File: config.mk
export PLATFORM = sky130hd
export DESIGN_NAME = adbg_ahb3_burst_ctrl_flat
export DESIGN_NICKNAME = d
export VERILOG_FILES = /design/src/rtl/adbg_ahb3_pkg.sv /design/src/rtl/adbg_ahb3_burst_ctrl_if.sv /design/src/rtl/adbg_ahb3_wdata_align.sv /design/src/rtl/adbg_ahb3_burst_ctrl.sv /design/src/flat_wrapper.sv
export SDC_FILE = /design/constraint.sdc
export NUM_CORES = 1
export LEC_CHECK = 0
export CORE_MARGIN = 2
export CORE_UTILIZATION = 60
export CTS_BUF_LIST = sky130_fd_sc_hd__clkbuf_8
export DETAILED_ROUTE_END_ITERATION = 6
export DONT_BUFFER_PORTS = 1
export MAX_ROUTING_LAYER = met4
export PLACE_DENSITY = 0.75
export SYNTH_ARGS = -nofsm -noshare
export SYNTH_HDL_FRONTEND = slang
export SYNTH_HIERARCHICAL = 1
export SYNTH_SLANG_ARGS = --single-unit
File: constraint.sdc
create_clock -name biu_clk -period 4.1 [get_ports biu_clk]
set_input_delay 0.615 -clock biu_clk [delete_from_list [all_inputs] [get_ports biu_clk]]
set_output_delay 0.615 -clock biu_clk [all_outputs]
set_load 0.02 [all_outputs]
File: src/rtl/adbg_ahb3_pkg.sv
// Shared types and word-size helpers for the AHB3 debug burst sequencer.
package adbg_ahb3_pkg;

  typedef enum logic [2:0] {
    StIdle,
    StWdata,
    StIssue,
    StWait,
    StRpush
  } burst_state_e;

  localparam logic [3:0] WSIZE_BYTE  = 4'd1;
  localparam logic [3:0] WSIZE_HWORD = 4'd2;
  localparam logic [3:0] WSIZE_WORD  = 4'd4;
  localparam logic [3:0] WSIZE_DWORD = 4'd8;

  // Unsupported sizes (and 8 on a 32-bit bus) fall back to the native bus width.
  function automatic logic [3:0] legal_size(input logic [3:0] size,
                                            input int unsigned data_width);
    logic [3:0] native;
    native = 4'(data_width / 8);
    case (size)
      WSIZE_BYTE, WSIZE_HWORD, WSIZE_WORD: legal_size = size;
      WSIZE_DWORD: legal_size = (data_width == 64) ? WSIZE_DWORD : native;
      default:     legal_size = native;
    endcase
  endfunction

endpackage

File: src/rtl/adbg_ahb3_burst_ctrl_if.sv
// Command, stream and BIU signals of the burst sequencer.
// ADBG_BURST_ERR_ADDR_EN adds err_addr/err_cnt.
interface adbg_ahb3_burst_ctrl_if #(
  parameter int unsigned ADDR_WIDTH = 32,
  parameter int unsigned DATA_WIDTH = 32,
  parameter int unsigned CNT_WIDTH  = 16
);
  logic                  cmd_valid;
  logic                  cmd_ready;
  logic                  cmd_rd;
  logic [ADDR_WIDTH-1:0] cmd_addr;
  logic [3:0]            cmd_word_size;
  logic [CNT_WIDTH-1:0]  cmd_count;
  logic [DATA_WIDTH-1:0] wr_data;
  logic                  wr_valid;
  logic                  wr_ready;
  logic [DATA_WIDTH-1:0] rd_data;
  logic                  rd_valid;
  logic                  rd_ready;
  logic                  busy;
  logic                  done;
  logic                  burst_err;
  logic [ADDR_WIDTH-1:0] biu_addr;
  logic [DATA_WIDTH-1:0] biu_di;
  logic                  biu_strb;
  logic                  biu_rw;
  logic [3:0]            biu_word_size;
  logic [DATA_WIDTH-1:0] biu_do;
  logic                  biu_rdy;
  logic                  biu_err;
`ifdef ADBG_BURST_ERR_ADDR_EN
  logic [ADDR_WIDTH-1:0] err_addr;
  logic [CNT_WIDTH-1:0]  err_cnt;
`endif

  // The sequencer itself.
  modport slave (
    input  cmd_valid, cmd_rd, cmd_addr, cmd_word_size, cmd_count,
    input  wr_data, wr_valid, rd_ready, biu_do, biu_rdy, biu_err,
`ifdef ADBG_BURST_ERR_ADDR_EN
    output err_addr, err_cnt,
`endif
    output cmd_ready, wr_ready, rd_data, rd_valid, busy, done, burst_err,
    output biu_addr, biu_di, biu_strb, biu_rw, biu_word_size
  );

  // Command decoder plus BIU side.
  modport master (
    output cmd_valid, cmd_rd, cmd_addr, cmd_word_size, cmd_count,
    output wr_data, wr_valid, rd_ready, biu_do, biu_rdy, biu_err,
`ifdef ADBG_BURST_ERR_ADDR_EN
    input  err_addr, err_cnt,
`endif
    input  cmd_ready, wr_ready, rd_data, rd_valid, busy, done, burst_err,
    input  biu_addr, biu_di, biu_strb, biu_rw, biu_word_size
  );

endinterface

File: src/rtl/adbg_ahb3_wdata_align.sv
// Legalises a word size and moves an LSB-justified word to the MSB end of the bus.
module adbg_ahb3_wdata_align
  import adbg_ahb3_pkg::*;
#(
  parameter int unsigned DATA_WIDTH = 32
) (
  input  logic [3:0]            size_i,
  input  logic [DATA_WIDTH-1:0] data_i,
  output logic [3:0]            size_o,
  output logic [DATA_WIDTH-1:0] data_o
);

  int unsigned shamt;

  always_comb begin
    size_o = legal_size(size_i, DATA_WIDTH);
    shamt  = DATA_WIDTH - 32'(size_o) * 8;
    data_o = data_i << shamt;
  end

endmodule

File: src/rtl/adbg_ahb3_burst_ctrl.sv
// Burst sequencer feeding the AHB3 BIU one single-word strobe per word.
// Define ADBG_BURST_ERR_ADDR_EN to add first-error address and error count outputs.
module adbg_ahb3_burst_ctrl
  import adbg_ahb3_pkg::*;
#(
  parameter int unsigned ADDR_WIDTH = 32,
  parameter int unsigned DATA_WIDTH = 32,
  parameter int unsigned CNT_WIDTH  = 16
) (
  input  logic                         biu_clk,
  input  logic                         biu_rst,
  adbg_ahb3_burst_ctrl_if.slave        bus_io
);

  burst_state_e          state_q, state_d;
  logic                  rst_done_q;
  logic                  rd_q, rd_d;
  logic [ADDR_WIDTH-1:0] addr_q, addr_d;
  logic [3:0]            size_q, size_d;
  logic [CNT_WIDTH-1:0]  count_q, count_d;
  logic [DATA_WIDTH-1:0] di_q, di_d;
  logic [DATA_WIDTH-1:0] rd_data_q, rd_data_d;
  logic                  err_q, err_d;
  logic                  done_q, done_d;
`ifdef ADBG_BURST_ERR_ADDR_EN
  logic [ADDR_WIDTH-1:0] err_addr_q, err_addr_d;
  logic [CNT_WIDTH-1:0]  err_cnt_q, err_cnt_d;
`endif

  logic                  cmd_ready;
  logic [3:0]            align_size_in, align_size;
  logic [DATA_WIDTH-1:0] align_data;

  // In idle the aligner legalises the incoming size; afterwards it aligns write data.
  assign align_size_in = (state_q == StIdle) ? bus_io.cmd_word_size : size_q;

  adbg_ahb3_wdata_align #(
    .DATA_WIDTH (DATA_WIDTH)
  ) u_align (
    .size_i (align_size_in),
    .data_i (bus_io.wr_data),
    .size_o (align_size),
    .data_o (align_data)
  );

  assign cmd_ready = rst_done_q & (state_q == StIdle);

  always_comb begin
    state_d   = state_q;
    rd_d      = rd_q;
    addr_d    = addr_q;
    size_d    = size_q;
    count_d   = count_q;
    di_d      = di_q;
    rd_data_d = rd_data_q;
    err_d     = err_q;
    done_d    = 1'b0;
`ifdef ADBG_BURST_ERR_ADDR_EN
    err_addr_d = err_addr_q;
    err_cnt_d  = err_cnt_q;
`endif
    unique case (state_q)
      StIdle: begin
        if (cmd_ready && bus_io.cmd_valid) begin
          rd_d    = bus_io.cmd_rd;
          addr_d  = bus_io.cmd_addr;
          size_d  = align_size;
          count_d = bus_io.cmd_count;
          err_d   = 1'b0;
`ifdef ADBG_BURST_ERR_ADDR_EN
          err_addr_d = '0;
          err_cnt_d  = '0;
`endif
          if (bus_io.cmd_count == '0) begin
            done_d = 1'b1;
          end else begin
            state_d = bus_io.cmd_rd ? StIssue : StWdata;
          end
        end
      end
      StWdata: begin
        if (bus_io.wr_valid) begin
          di_d    = align_data;
          state_d = StIssue;
        end
      end
      StIssue: begin
        if (bus_io.biu_rdy) begin
          state_d = StWait;
        end
      end
      StWait: begin
        if (bus_io.biu_rdy) begin
          err_d   = err_q | bus_io.biu_err;
          addr_d  = addr_q + ADDR_WIDTH'(size_q);
          count_d = count_q - CNT_WIDTH'(1);
`ifdef ADBG_BURST_ERR_ADDR_EN
          if (bus_io.biu_err) begin
            if (!err_q) err_addr_d = addr_q;
            if (err_cnt_q != '1) err_cnt_d = err_cnt_q + CNT_WIDTH'(1);
          end
`endif
          if (rd_q) begin
            rd_data_d = bus_io.biu_do;
            state_d   = StRpush;
          end else if (count_d != '0) begin
            state_d = StWdata;
          end else begin
            state_d = StIdle;
            done_d  = 1'b1;
          end
        end
      end
      StRpush: begin
        if (bus_io.rd_ready) begin
          if (count_q != '0) begin
            state_d = StIssue;
          end else begin
            state_d = StIdle;
            done_d  = 1'b1;
          end
        end
      end
      default: state_d = StIdle;
    endcase
  end

  always_ff @(posedge biu_clk or posedge biu_rst) begin
    if (biu_rst) begin
      state_q    <= StIdle;
      rst_done_q <= 1'b0;
      rd_q       <= 1'b0;
      addr_q     <= '0;
      size_q     <= '0;
      count_q    <= '0;
      di_q       <= '0;
      rd_data_q  <= '0;
      err_q      <= 1'b0;
      done_q     <= 1'b0;
`ifdef ADBG_BURST_ERR_ADDR_EN
      err_addr_q <= '0;
      err_cnt_q  <= '0;
`endif
    end else begin
      state_q    <= state_d;
      rst_done_q <= 1'b1;
      rd_q       <= rd_d;
      addr_q     <= addr_d;
      size_q     <= size_d;
      count_q    <= count_d;
      di_q       <= di_d;
      rd_data_q  <= rd_data_d;
      err_q      <= err_d;
      done_q     <= done_d;
`ifdef ADBG_BURST_ERR_ADDR_EN
      err_addr_q <= err_addr_d;
      err_cnt_q  <= err_cnt_d;
`endif
    end
  end

  assign bus_io.cmd_ready     = cmd_ready;
  assign bus_io.wr_ready      = (state_q == StWdata);
  assign bus_io.rd_valid      = (state_q == StRpush);
  assign bus_io.rd_data       = rd_data_q;
  assign bus_io.busy          = (state_q != StIdle);
  assign bus_io.done          = done_q;
  assign bus_io.burst_err     = err_q;
  assign bus_io.biu_addr      = addr_q;
  assign bus_io.biu_di        = di_q;
  assign bus_io.biu_strb      = (state_q == StIssue) & bus_io.biu_rdy;
  assign bus_io.biu_rw        = rd_q;
  assign bus_io.biu_word_size = size_q;
`ifdef ADBG_BURST_ERR_ADDR_EN
  assign bus_io.err_addr      = err_addr_q;
  assign bus_io.err_cnt       = err_cnt_q;
`endif

endmodule

File: src/flat_wrapper.sv
// flat-port wrapper written by rule: the top's interface ports become plain ports
module adbg_ahb3_burst_ctrl_flat import adbg_ahb3_pkg::*;
#(
  parameter int unsigned ADDR_WIDTH = 32,
  parameter int unsigned DATA_WIDTH = 32,
  parameter int unsigned CNT_WIDTH  = 16
)
  (biu_clk, biu_rst, bus_io_cmd_valid, bus_io_cmd_rd, bus_io_cmd_addr, bus_io_cmd_word_size, bus_io_cmd_count, bus_io_wr_data, bus_io_wr_valid, bus_io_rd_ready, bus_io_biu_do, bus_io_biu_rdy, bus_io_biu_err, bus_io_cmd_ready, bus_io_wr_ready, bus_io_rd_data, bus_io_rd_valid, bus_io_busy, bus_io_done, bus_io_burst_err, bus_io_biu_addr, bus_io_biu_di, bus_io_biu_strb, bus_io_biu_rw, bus_io_biu_word_size);
  adbg_ahb3_burst_ctrl_if #(.ADDR_WIDTH(ADDR_WIDTH), .DATA_WIDTH(DATA_WIDTH), .CNT_WIDTH(CNT_WIDTH)) bus_io_i ();
  input  logic biu_clk;
  input  logic biu_rst;
  input wire logic [$bits(bus_io_i.cmd_valid)-1:0] bus_io_cmd_valid;
  input wire logic [$bits(bus_io_i.cmd_rd)-1:0] bus_io_cmd_rd;
  input wire logic [$bits(bus_io_i.cmd_addr)-1:0] bus_io_cmd_addr;
  input wire logic [$bits(bus_io_i.cmd_word_size)-1:0] bus_io_cmd_word_size;
  input wire logic [$bits(bus_io_i.cmd_count)-1:0] bus_io_cmd_count;
  input wire logic [$bits(bus_io_i.wr_data)-1:0] bus_io_wr_data;
  input wire logic [$bits(bus_io_i.wr_valid)-1:0] bus_io_wr_valid;
  input wire logic [$bits(bus_io_i.rd_ready)-1:0] bus_io_rd_ready;
  input wire logic [$bits(bus_io_i.biu_do)-1:0] bus_io_biu_do;
  input wire logic [$bits(bus_io_i.biu_rdy)-1:0] bus_io_biu_rdy;
  input wire logic [$bits(bus_io_i.biu_err)-1:0] bus_io_biu_err;
  output wire logic [$bits(bus_io_i.cmd_ready)-1:0] bus_io_cmd_ready;
  output wire logic [$bits(bus_io_i.wr_ready)-1:0] bus_io_wr_ready;
  output wire logic [$bits(bus_io_i.rd_data)-1:0] bus_io_rd_data;
  output wire logic [$bits(bus_io_i.rd_valid)-1:0] bus_io_rd_valid;
  output wire logic [$bits(bus_io_i.busy)-1:0] bus_io_busy;
  output wire logic [$bits(bus_io_i.done)-1:0] bus_io_done;
  output wire logic [$bits(bus_io_i.burst_err)-1:0] bus_io_burst_err;
  output wire logic [$bits(bus_io_i.biu_addr)-1:0] bus_io_biu_addr;
  output wire logic [$bits(bus_io_i.biu_di)-1:0] bus_io_biu_di;
  output wire logic [$bits(bus_io_i.biu_strb)-1:0] bus_io_biu_strb;
  output wire logic [$bits(bus_io_i.biu_rw)-1:0] bus_io_biu_rw;
  output wire logic [$bits(bus_io_i.biu_word_size)-1:0] bus_io_biu_word_size;
  assign bus_io_i.cmd_valid = bus_io_cmd_valid;
  assign bus_io_i.cmd_rd = bus_io_cmd_rd;
  assign bus_io_i.cmd_addr = bus_io_cmd_addr;
  assign bus_io_i.cmd_word_size = bus_io_cmd_word_size;
  assign bus_io_i.cmd_count = bus_io_cmd_count;
  assign bus_io_i.wr_data = bus_io_wr_data;
  assign bus_io_i.wr_valid = bus_io_wr_valid;
  assign bus_io_i.rd_ready = bus_io_rd_ready;
  assign bus_io_i.biu_do = bus_io_biu_do;
  assign bus_io_i.biu_rdy = bus_io_biu_rdy;
  assign bus_io_i.biu_err = bus_io_biu_err;
  assign bus_io_cmd_ready = bus_io_i.cmd_ready;
  assign bus_io_wr_ready = bus_io_i.wr_ready;
  assign bus_io_rd_data = bus_io_i.rd_data;
  assign bus_io_rd_valid = bus_io_i.rd_valid;
  assign bus_io_busy = bus_io_i.busy;
  assign bus_io_done = bus_io_i.done;
  assign bus_io_burst_err = bus_io_i.burst_err;
  assign bus_io_biu_addr = bus_io_i.biu_addr;
  assign bus_io_biu_di = bus_io_i.biu_di;
  assign bus_io_biu_strb = bus_io_i.biu_strb;
  assign bus_io_biu_rw = bus_io_i.biu_rw;
  assign bus_io_biu_word_size = bus_io_i.biu_word_size;
  adbg_ahb3_burst_ctrl #(.ADDR_WIDTH(ADDR_WIDTH), .DATA_WIDTH(DATA_WIDTH), .CNT_WIDTH(CNT_WIDTH)) u_core (.biu_clk(biu_clk), .biu_rst(biu_rst), .bus_io(bus_io_i));
endmodule
==> summary.txt, run 1 <==
Timing
  – Worst Tran Pin Value: 1.03 ns
  – Max_slew headroom: 0.313
  – Final number of max-transition violations: 0
  – RSZ-0062 raised after global routing: false
  – Setup violators final: 0
  – Setup TNS: 0 ns
  – Max Clock Skew: 0.0153 ns
  – Final Critical Period: 3.68 ns
  – Hold Vio Cnt, Final: 0
  – Maximum clock rate: 0.272 GHz
  – Fin crit share: 0.898

Logic synthesis
  – Largest area contributor in the netlist: dfrtp_1
  – Most frequent cell after synthesis: dfrtp_1
  – Seq/Total Area, Yosys: 0.441
  – Synth cell types: 70
  – Top-area cell type share of the netlist area: 0.441
  – Synthesized instance count: 722
  – Mean Syn Cell Area: 9.67 um^2
  – Seq cells post-synth: 123
  – Synth cell count leaders: dfrtp_1, nand2_1, mux2_2, nor2_1, a21oi_1
  – Yosys warns: 6
  – Most used DFF post-synth: dfrtp_1
  – Cell area after synthesis: 6980 um^2
  – Post-synth EDFFs: 0
  – Top cells by area, synth: dfrtp_1, mux2_2, nand2_1
  – Post-Syn Nets: 854
  – Async SR Flop Fraction: 1.00

Detailed routing
  – WL final: 18.5 mm
  – Vias per cell: 6.66
  – DRC: 0
  – Vias: 5727
  – DRT antenna net count: 0
  – Drt pass-1 iters: 7
  – Wire per inst: 21.5 um
  – Initial DRC count: 564

Clock network
  – CTS root buf: clkbuf_8
  – # H-tree levels: 4
  – CTS max path bufs: 2
  – Post-CTS sizing: 0
  – Clk slew on worst S/H paths: 0.08 ns
  – CTS tree: built
  – Clk sinks: 123
  – Worst skew pair latency: 0.44 ns
  – Num CTS Buffers: 17
  – Post-CTS setup buffer count: 0
  – CTS Hold Bufs: 0

Placement
  – Post-placement cell area: 7040 um^2
  – Number of port buffers: 0
  – Dpl hpwl: 13.1 mm
  – Final Wtd Congestion: 0.863

Min path
  – Min-delay worst type: in2async

Final layout
  – Share of post-route cells with drive strength above 1: 0.181
  – Design Area, Final: 7520 um^2
  – Layout Utilization: 0.662
  – Diodes inserted: 0
  – Final #Nets: 836
  – Filler instances: 904
  – Area grow syn2layout: 7.70%

Worst setup path
  – Worst-path fanout max: 24
  – Family with the most delay on the worst path: multiplexers
  – CP Capture Type: flip-flop
  – Critical Path Start Type: flip-flop
  – WP depth: 11
  – Delay of the slowest critical-path stage: 0.64 ns
  – Reg2reg setup slack: 0.42 ns
  – WP buf/inv: 2
  – Critical Path RT: 4.41 ns
  – CP arrival: 4.00 ns
  – CP cell instances: nor3_1, buf_4, o21ai_0, nor2b_1, buf_4, nand2_1, ha_1, nor2b_1, mux2i_4, o22ai_1, mux2_1
  – CP max-delay cell: dfrtp_1
  – CP Class: reg2reg
  – Reg2reg path depth: 11

GRT
  – First-pass GRT wire length: 30.0 mm
  – Total congestion overflow: 0
  – Vias in the first global route: 5920
  – Maximum number of pins on one net before global-route repair: 77
  – Total GRT Usage: 0.306
  – Initial antenna violation count: 0

Pwr
  – Static Leak: 3.02 nW
  – Max VDD drop: 494 uV
  – Power Total: 6.91 mW
  – Power Density: 919 nW/um^2

Floorplanning
  – Core area: 11400 um^2
  – Die area: 12500 um^2
  – Boundary Pins: 232
  – Die H: 112 um
  – Chip Width: 112 um
  – Initial Util: 0.614
  – Rows: 39

Run
  – Max capacitance violation total: 0

Run status
  – Status: complete, no violations
## cell type report
class	count	area (um^2)	share of cell area
Multi-Input combinational cell	537	3640	0.484
Sequential cell	123	3080	0.409
Clock buffer	19	262	0.0348
Clock inverter	13	191	0.0254
Tap cell	143	179	0.0238
Timing Repair Buffer	12	123	0.0163
Inverter	13	51.3	0.00682
## stage by stage
stage	hold WS (ns)	cells	setup WS, ns
floorplan	0.516	722	0.214
detailed placement	0.551	827	0.461
global placement	0.546	827	0.700
finish	0.261	860	0.417
global route	0.252	860	0.100
CTS	0.251	859	0.462
## routing by layer
metal,wire length (um),up-vias,part of all wire,GRT usage
met5,0,-,0,-
met4,501,0,0.027,0.117
met3,1940,48,0.11,0.102
met2,8840,308,0.48,0.472
met1,7170,2758,0.39,0.375
li1,-,2613,-,-
## worst register-to-register path, cell delays in order (launching register included)
cell and delay, ns:
dfrtp_1 0.64, nor3_1 0.09, buf_4 0.17, o21ai_0 0.48, nor2b_1 0.20, buf_4 0.18, nand2_1 0.10, ha_1 0.45
nor2b_1 0.12, mux2i_4 0.59, o22ai_1 0.19, mux2_1 0.34
## path summary, 6_finish.rpt
kind,start,endpoint
worst max-delay path,u_core/state_q[0]$_DFFE_PP0P_,u_core/bus_io.biu_di[22]$_DFFE_PP0P_
worst min-delay path,biu_rst,u_core/bus_io.rd_data[18]$_DFFE_PP0P_
worst max register to register,u_core/state_q[0]$_DFFE_PP0P_,u_core/bus_io.biu_di[22]$_DFFE_PP0P_
worst min register to register,u_core/count_q[14]$_DFFE_PP0P_,u_core/count_q[14]$_DFFE_PP0P_
max in group asynchronous,biu_rst,u_core/bus_io.biu_addr[0]$_DFFE_PP0P_
min in group biu_clk,bus_io_rd_ready,u_core/state_q[2]$_DFFE_PP0P_
## sequential cells by signal, summed over array words and instances (netlist names)
register	cells
u_core/count_q	16
u_core/rst_done_q	1
u_core/bus_io.done	1
u_core/bus_io.biu_addr	32
u_core/bus_io.rd_data	32
u_core/state_q	3
u_core/bus_io.biu_di	32
u_core/bus_io.burst_err	1
u_core/bus_io.biu_word_size	4
u_core/bus_io.biu_rw	1
## cell usage in the layout (no fill, tap or decap), drive strengths merged, types with 6 or more instances in the layout
cell     netlist  routed
o2bb2ai       17      17
o21ai         40      40
dfrtp        123     123
mux2i         19      19
o22ai         17      17
nor3b          9       9
a31oi          6       6
ha             7       7
clkbuf        22      19
nor4           8       8
mux2          64      64
inv           13      14
nor2          61      61
nand4          8       8
a211oi         9       9
a22oi         13      13
nand3         19      19
and3           8       8
a21oi         49      49
and4           6       6
nand2         72      72
nor3          18      18
a311oi        10      10
nor2b         17      17
buf           27      12
## report_power, final
group	switching, mW	total [mW]	internal (mW)	leakage [nW]
Combinational	1.56	2.72	1.15	1.32
Clock	0.507	1.21	0.699	0.218
Sequential	1.21	2.99	1.78	1.49
Total	3.28	6.91	3.63	3.02
## cells by family after synthesis
logic type	count (synthesis)	synth area share
DFF	123	0.441
other	2	0.00108
xor gates and xnor gates	6	0.00752
and+or+nand+nor	246	0.180
muxes	83	0.133
AOI/OAI and AO/OA	192	0.182
adders and majority gates	8	0.0154
buffers and inverters	62	0.0410
No activity file was read; power rests on OpenSTA's default activity.
==> inputs of run 2 (changes only) <==
Settings changed: CORE_ASPECT_RATIO set to 0.9.
==> summary.txt, run 2 (same netlist as run 1, synthesis figures left out) <==
Run status
  – Status: complete, no violations

Final layout
  – Share of post-route cells with drive strength above 1: 0.182 (+0.000253)
  – Layout Utilization: 0.660 (-0.00164)
  – Diodes inserted: 0 (unchanged)
  – Reg area: 3080 um^2 (unchanged)
  – Area of the multi-input gates: 3640 um^2 (+0.14%)
  – Filler instances: 927 (+2.5%)
  – Most frequent cells in the layout: dfrtp_1, nand2_1, mux2_2, nor2_1, a21oi_1
  – Design Area, Final: 7520 um^2 (about the same)
  – Final #Nets: 835 (-0.12%)
  – Area grow syn2layout: 7.61% (about the same)
  – Commonest non-fill, non-tap cell in the layout: dfrtp_1

GRT
  – Maximum number of pins on one net before global-route repair: 79 (+2.6%)
  – First-pass GRT wire length: 29.4 mm (-1.7%)
  – Initial antenna violation count: 0 (unchanged)
  – Vias in the first global route: 5736 (-3.1%)
  – Total GRT Usage: 0.305 (-0.000818)
  – Total congestion overflow: 0 (unchanged)

Worst setup path
  – CP arrival: 4.00 ns (about the same)
  – Critical Path Start Type: flip-flop
  – CP cell instances: nor3_2, o21ai_0, nor2b_1, buf_4, nand2_1, ha_1, nor2b_1, mux2i_4, o22ai_1, mux2_1
  – WP buf/inv: 1 (-1)
  – Critical Path RT: 4.42 ns (about the same)
  – Most frequent CP cell: nor2b_1
  – Worst-path fanout max: 24 (unchanged)
  – Family with the most delay on the worst path: multiplexers
  – Delay of the slowest critical-path stage: 0.66 ns (+0.02 ns)
  – CP Class: reg2reg
  – CP Capture Type: flip-flop
  – CP max-delay cell: dfrtp_1

Timing
  – Final Critical Period: 3.68 ns (-0.000447 ns)
  – PnR worst setup slack: 0.417 ns (+0.000447 ns)
  – Worst Tran Pin Value: 1.27 ns (+0.237 ns)
  – Setup violators final: 0 (unchanged)
  – RSZ-0062 raised after global routing: false
  – Max Clock Skew: 0.0106 ns (-0.00477 ns)
  – Setup TNS: 0 ns (unchanged)
  – Final number of max-transition violations: 0 (unchanged)
  – Max_slew headroom: 0.154 (-0.160)
  – Fin crit share: 0.898 (about the same)
  – Maximum clock rate: 0.272 GHz (about the same)
  – Hold Vio Cnt, Final: 0 (unchanged)

Clock network
  – Clk sinks: 123 (unchanged)
  – Post-CTS setup buffer count: 0 (unchanged)
  – Clk slew on worst S/H paths: 0.08 ns (about the same)
  – CTS Hold Bufs: 0 (unchanged)
  – # H-tree levels: 4 (unchanged)
  – CTS tree: built
  – CTS max path bufs: 2 (unchanged)
  – CTS root buf: clkbuf_8
  – Worst skew pair latency: 0.44 ns (about the same)
  – Post-CTS sizing: 0 (unchanged)
  – Num CTS Buffers: 17 (unchanged)

Floorplanning
  – Initial Util: 0.613 (-0.00101)
  – Chip Width: 118 um (+5.2%)
  – Rows: 37 (-5.1%)
  – Die H: 106 um (-4.9%)
  – Core area: 11400 um^2 (+0.16%)
  – Die area: 12500 um^2 (about the same)
  – Boundary Pins: 232 (unchanged)

Detailed routing
  – Initial DRC count: 432 (-23%)
  – Vias per cell: 6.56 (-1.5%)
  – Vias: 5719 (-0.14%)
  – WL final: 18.5 mm (+0.24%)
  – DRT antenna net count: 0 (unchanged)
  – Drt pass-1 iters: 5 (-2)
  – Wire per inst: 21.2 um (-1.1%)
  – DRC: 0 (unchanged)

Run
  – Max capacitance violation total: 0 (unchanged)

Placement
  – Number of port buffers: 0 (unchanged)
  – Setup WS pre-CTS: 0.322 ns (-0.138 ns)
  – Post-placement cell area: 7050 um^2 (about the same)
  – Dpl hpwl: 13.4 mm (+2.4%)
  – Final Wtd Congestion: 0.884 (+2.3%)

Pwr
  – Power Total: 6.95 mW (+0.54%)
  – Static Leak: 3.01 nW (-0.33%)
  – Power Density: 925 nW/um^2 (+0.62%)
  – Max VDD drop: 508 uV (+2.9%)

Min path
  – Min-delay worst type: in2async
run 2: final timing paths:
path	startpoint	endpoint	slack [ns]	cells after the start
setup / recovery	u_core/state_q[0]$_DFFE_PP0P_	u_core/bus_io.biu_di[22]$_DFFE_PP0P_	0.42	10
hold / removal	biu_rst	u_core/bus_io.rd_data[20]$_DFFE_PP0P_	0.25	1
setup reg to reg	u_core/state_q[0]$_DFFE_PP0P_	u_core/bus_io.biu_di[22]$_DFFE_PP0P_	0.42	10
hold reg to reg	u_core/count_q[14]$_DFFE_PP0P_	u_core/count_q[14]$_DFFE_PP0P_	0.57	1
max in group asynchronous	biu_rst	u_core/bus_io.rd_data[18]$_DFFE_PP0P_	2.93	2
min in group biu_clk	bus_io_rd_ready	u_core/state_q[2]$_DFFE_PP0P_	0.26	1
run 2: metrics by stage:
step,hold slack [ns],std cells
after floorplan,0.516,722
after global placement,0.545,840
after detailed placement,0.558,840
after CTS,0.235,872
after global routing,0.256,872
final,0.251,872
run 2: routing by layer:
layer,GRT usage,wire [um],share of wire,vias to the layer above
met3,0.114,1940,0.10,42
met2,0.466,8830,0.48,299
met4,0.119,499,0.027,0
met5,-,0,0,-
li1,-,-,-,2605
met1,0.369,7230,0.39,2773
run 2: area by class of cell:
| type | instances | area share |
|---|---|---|
| Clock buffer | 18 | 0.0330 |
| Clock inverter | 14 | 0.0290 |
| Inverter | 13 | 0.00683 |
| Multi-Input combinational cell | 537 | 0.485 |
| Sequential cell | 123 | 0.410 |
| Tap cell | 156 | 0.0260 |
| Timing Repair Buffer | 11 | 0.0110 |
run 2: where the power goes:
group          total, mW  switching (mW)  internal (mW)
combinational       2.70            1.56           1.14
clock               1.24           0.502          0.741
sequential          3.01            1.23           1.78
total               6.95            3.29           3.66
==> inputs of run 3 (changes only) <==
Settings changed: ABC_AREA set to 0, CTS_CLUSTER_DIAMETER set to 100, RECOVER_POWER set to 100.
==> summary.txt, run 3 (same netlist as run 1, synthesis figures left out) <==
Clock network
  – CTS root buf: clkbuf_8
  – Num CTS Buffers: 17 (unchanged)
  – # H-tree levels: 4 (unchanged)
  – Clk slew on worst S/H paths: 0.08 ns (about the same)
  – Post-CTS setup buffer count: 0 (unchanged)
  – CTS tree: built
  – Worst skew pair latency: 0.44 ns (about the same)
  – Clk sinks: 123 (unchanged)
  – CTS max path bufs: 2 (unchanged)
  – CTS Hold Bufs: 0 (unchanged)
  – Post-CTS sizing: 0 (unchanged)

Worst setup path
  – Reg2reg setup slack: 0.41 ns (about the same)
  – Reg2reg path depth: 10 (unchanged)
  – Crit path capture: u_core/bus_io.biu_di[21]$_DFFE_PP0P_
  – CP Class: reg2reg
  – CP startpoint: u_core/state_q[0]$_DFFE_PP0P_
  – Reg-to-Reg End: u_core/bus_io.biu_di[21]$_DFFE_PP0P_
  – CP Capture Type: flip-flop
  – Critical Path RT: 4.42 ns (about the same)
  – Worst r2r src: u_core/state_q[0]$_DFFE_PP0P_
  – Worst-path fanout max: 24 (unchanged)
  – Critical Path Start Type: flip-flop
  – CP arrival: 4.01 ns (about the same)

Floorplanning
  – Rows: 37 (unchanged)
  – Die H: 106 um (unchanged)
  – Boundary Pins: 232 (unchanged)
  – Core area: 11400 um^2 (unchanged)
  – Die area: 12500 um^2 (unchanged)
  – Initial Util: 0.613 (unchanged)
  – Chip Width: 118 um (unchanged)

Pwr
  – Power Density: 925 nW/um^2 (about the same)
  – Sequential share of power: 0.434 (+0.002)
  – Clock share of power: 0.180 (about the same)
  – Static Leak: 2.99 nW (-0.66%)
  – Int Pwr: 3.65 mW (-0.42%)
  – Max VDD drop: 503 uV (-1.0%)
  – Combinational group share of total power: 0.386 (-0.003)
  – NetSw: 3.27 mW (-0.54%)
  – Switch share: 0.472 (about the same)

Timing
  – Max Clock Skew: 0.00999 ns (-0.000579 ns)
  – Maximum clock rate: 0.271 GHz (-0.15%)
  – Fin crit share: 0.900 (+0.00139)
  – Setup violators final: 0 (unchanged)
  – PnR worst setup slack: 0.412 ns (-0.00571 ns)
  – RSZ-0062 raised after global routing: false
  – Final Critical Period: 3.69 ns (+0.00571 ns)
  – Worst Tran Pin Value: 2.92 ns (+1.65 ns)
  – Final number of max-transition violations: 101 (+101)
  – Max_slew headroom: -0.946 (-1.10)
  – Hold Vio Cnt, Final: 0 (unchanged)
  – Setup TNS: 0 ns (unchanged)

Placement
  – Dpl hpwl: 13.4 mm (unchanged)
  – Number of port buffers: 0 (unchanged)
  – Setup WS pre-CTS: 0.322 ns (unchanged)
  – Final Wtd Congestion: 0.884 (unchanged)

GRT
  – First-pass GRT wire length: 29.4 mm (unchanged)
  – Vias in the first global route: 5736 (unchanged)
  – Met1 Resource Use GR: 0.369 (unchanged)
  – Total GRT Usage: 0.305 (unchanged)
  – Total congestion overflow: 0 (unchanged)
  – Maximum number of pins on one net before global-route repair: 79 (unchanged)
  – Met3 GRT Util: 0.114 (unchanged)
  – Initial antenna violation count: 0 (unchanged)
  – Global routing usage on met2: 0.466 (unchanged)
  – GRT busiest layer: met2

Detailed routing
  – Initial DRC count: 402 (-6.9%)
  – Vias: 5706 (-0.23%)
  – Wire per inst: 21.1 um (-0.53%)
  – WL final: 18.4 mm (-0.53%)
  – DRC: 0 (unchanged)
  – DRT antenna net count: 0 (unchanged)
  – Vias per cell: 6.54 (-0.23%)
  – Drt pass-1 iters: 5 (unchanged)

Final layout
  – Filler instances: 936 (+0.97%)
  – Share of post-route cells with drive strength above 1: 0.172 (-0.00978)
  – Commonest non-fill, non-tap cell in the layout: dfrtp_1
  – Diodes inserted: 0 (unchanged)
  – Final #Nets: 835 (unchanged)
  – Most frequent cells in the layout: dfrtp_1, nand2_1, mux2_2, nor2_1, a21oi_1
  – Area grow syn2layout: 7.02%
  – Area of the multi-input gates: 3620 um^2 (-0.65%)
  – Reg area: 3080 um^2 (unchanged)

Min path
  – Min-delay worst type: in2reg

Run
  – Max capacitance violation total: 2 (+2)

Run status
  – Violated checks: capacitance limit, slew limit
  – Status: complete, but fails checks
[run 3: critical path: stages, from the launching register on]
cell     delay [ns]
dfrtp_1        0.66
nor3_2         0.16
o21ai_0        0.53
nor2b_1        0.21
buf_4          0.19
nand2_1        0.09
ha_1           0.49
nor2b_1        0.12
mux2i_4        0.58
o22ai_1        0.19
mux2_1         0.34
[run 3: how the worst min path moves through the flow]
| stage | start | to | depth (start not counted) |
|---|---|---|---|
| 6_report | bus_io_rd_ready | u_core/state_q[2]$_DFFE_PP0P_ | 1 |
| 3_5_place_dp | u_core/count_q[14]$_DFFE_PP0P_ | u_core/count_q[14]$_DFFE_PP0P_ | 1 |
| 3_3_place_gp | u_core/count_q[14]$_DFFE_PP0P_ | u_core/count_q[14]$_DFFE_PP0P_ | 1 |
| 5_1_grt | bus_io_rd_ready | u_core/state_q[2]$_DFFE_PP0P_ | 1 |
| 4_1_cts | bus_io_rd_ready | u_core/state_q[2]$_DFFE_PP0P_ | 1 |
| 2_1_floorplan | u_core/count_q[14]$_DFFE_PP0P_ | u_core/count_q[14]$_DFFE_PP0P_ | 1 |
[run 3: final cells by class]
cell class	count	area share
repair buffers	11	0.00904
clock inverters	14	0.0291
multi-input cells	537	0.484
clock buffers	18	0.0331
well taps	156	0.0261
flip-flops and latches	123	0.412
inverters	13	0.00653
[run 3: power by group through the flow]
stage                     Sequential (mW)  Clock (mW)  Combinational (mW)
after floorplan                      2.78           0                2.30
after global placement               3.00           0                2.54
after detailed placement             3.02           0                2.66
after CTS                            3.01        1.27                2.67
after global routing                 3.09        1.33                2.96
final                                3.00        1.24                2.67
[run 3: per-stage QoR]
| stage | hold slack [ns] | power, mW | cells | util | area [um^2] |
|---|---|---|---|---|---|
| 2_1_floorplan | 0.516 | 5.07 | 722 | - | 6980 |
| 3_3_place_gp | 0.545 | 5.54 | 840 | 0.619 | 7050 |
| 3_5_place_dp | 0.558 | 5.68 | 840 | 0.619 | 7050 |
| 4_1_cts | 0.235 | 6.94 | 872 | 0.660 | 7510 |
| 5_1_grt | 0.256 | 7.37 | 872 | 0.656 | 7470 |
| 6_report | 0.262 | 6.92 | 872 | 0.656 | 7470 |
[run 3: per-layer routing]
metal	share of wire	vias to the layer above
met5	0	-
met4	0.026	0
met3	0.10	39
met2	0.48	302
met1	0.39	2757
li1	-	2608
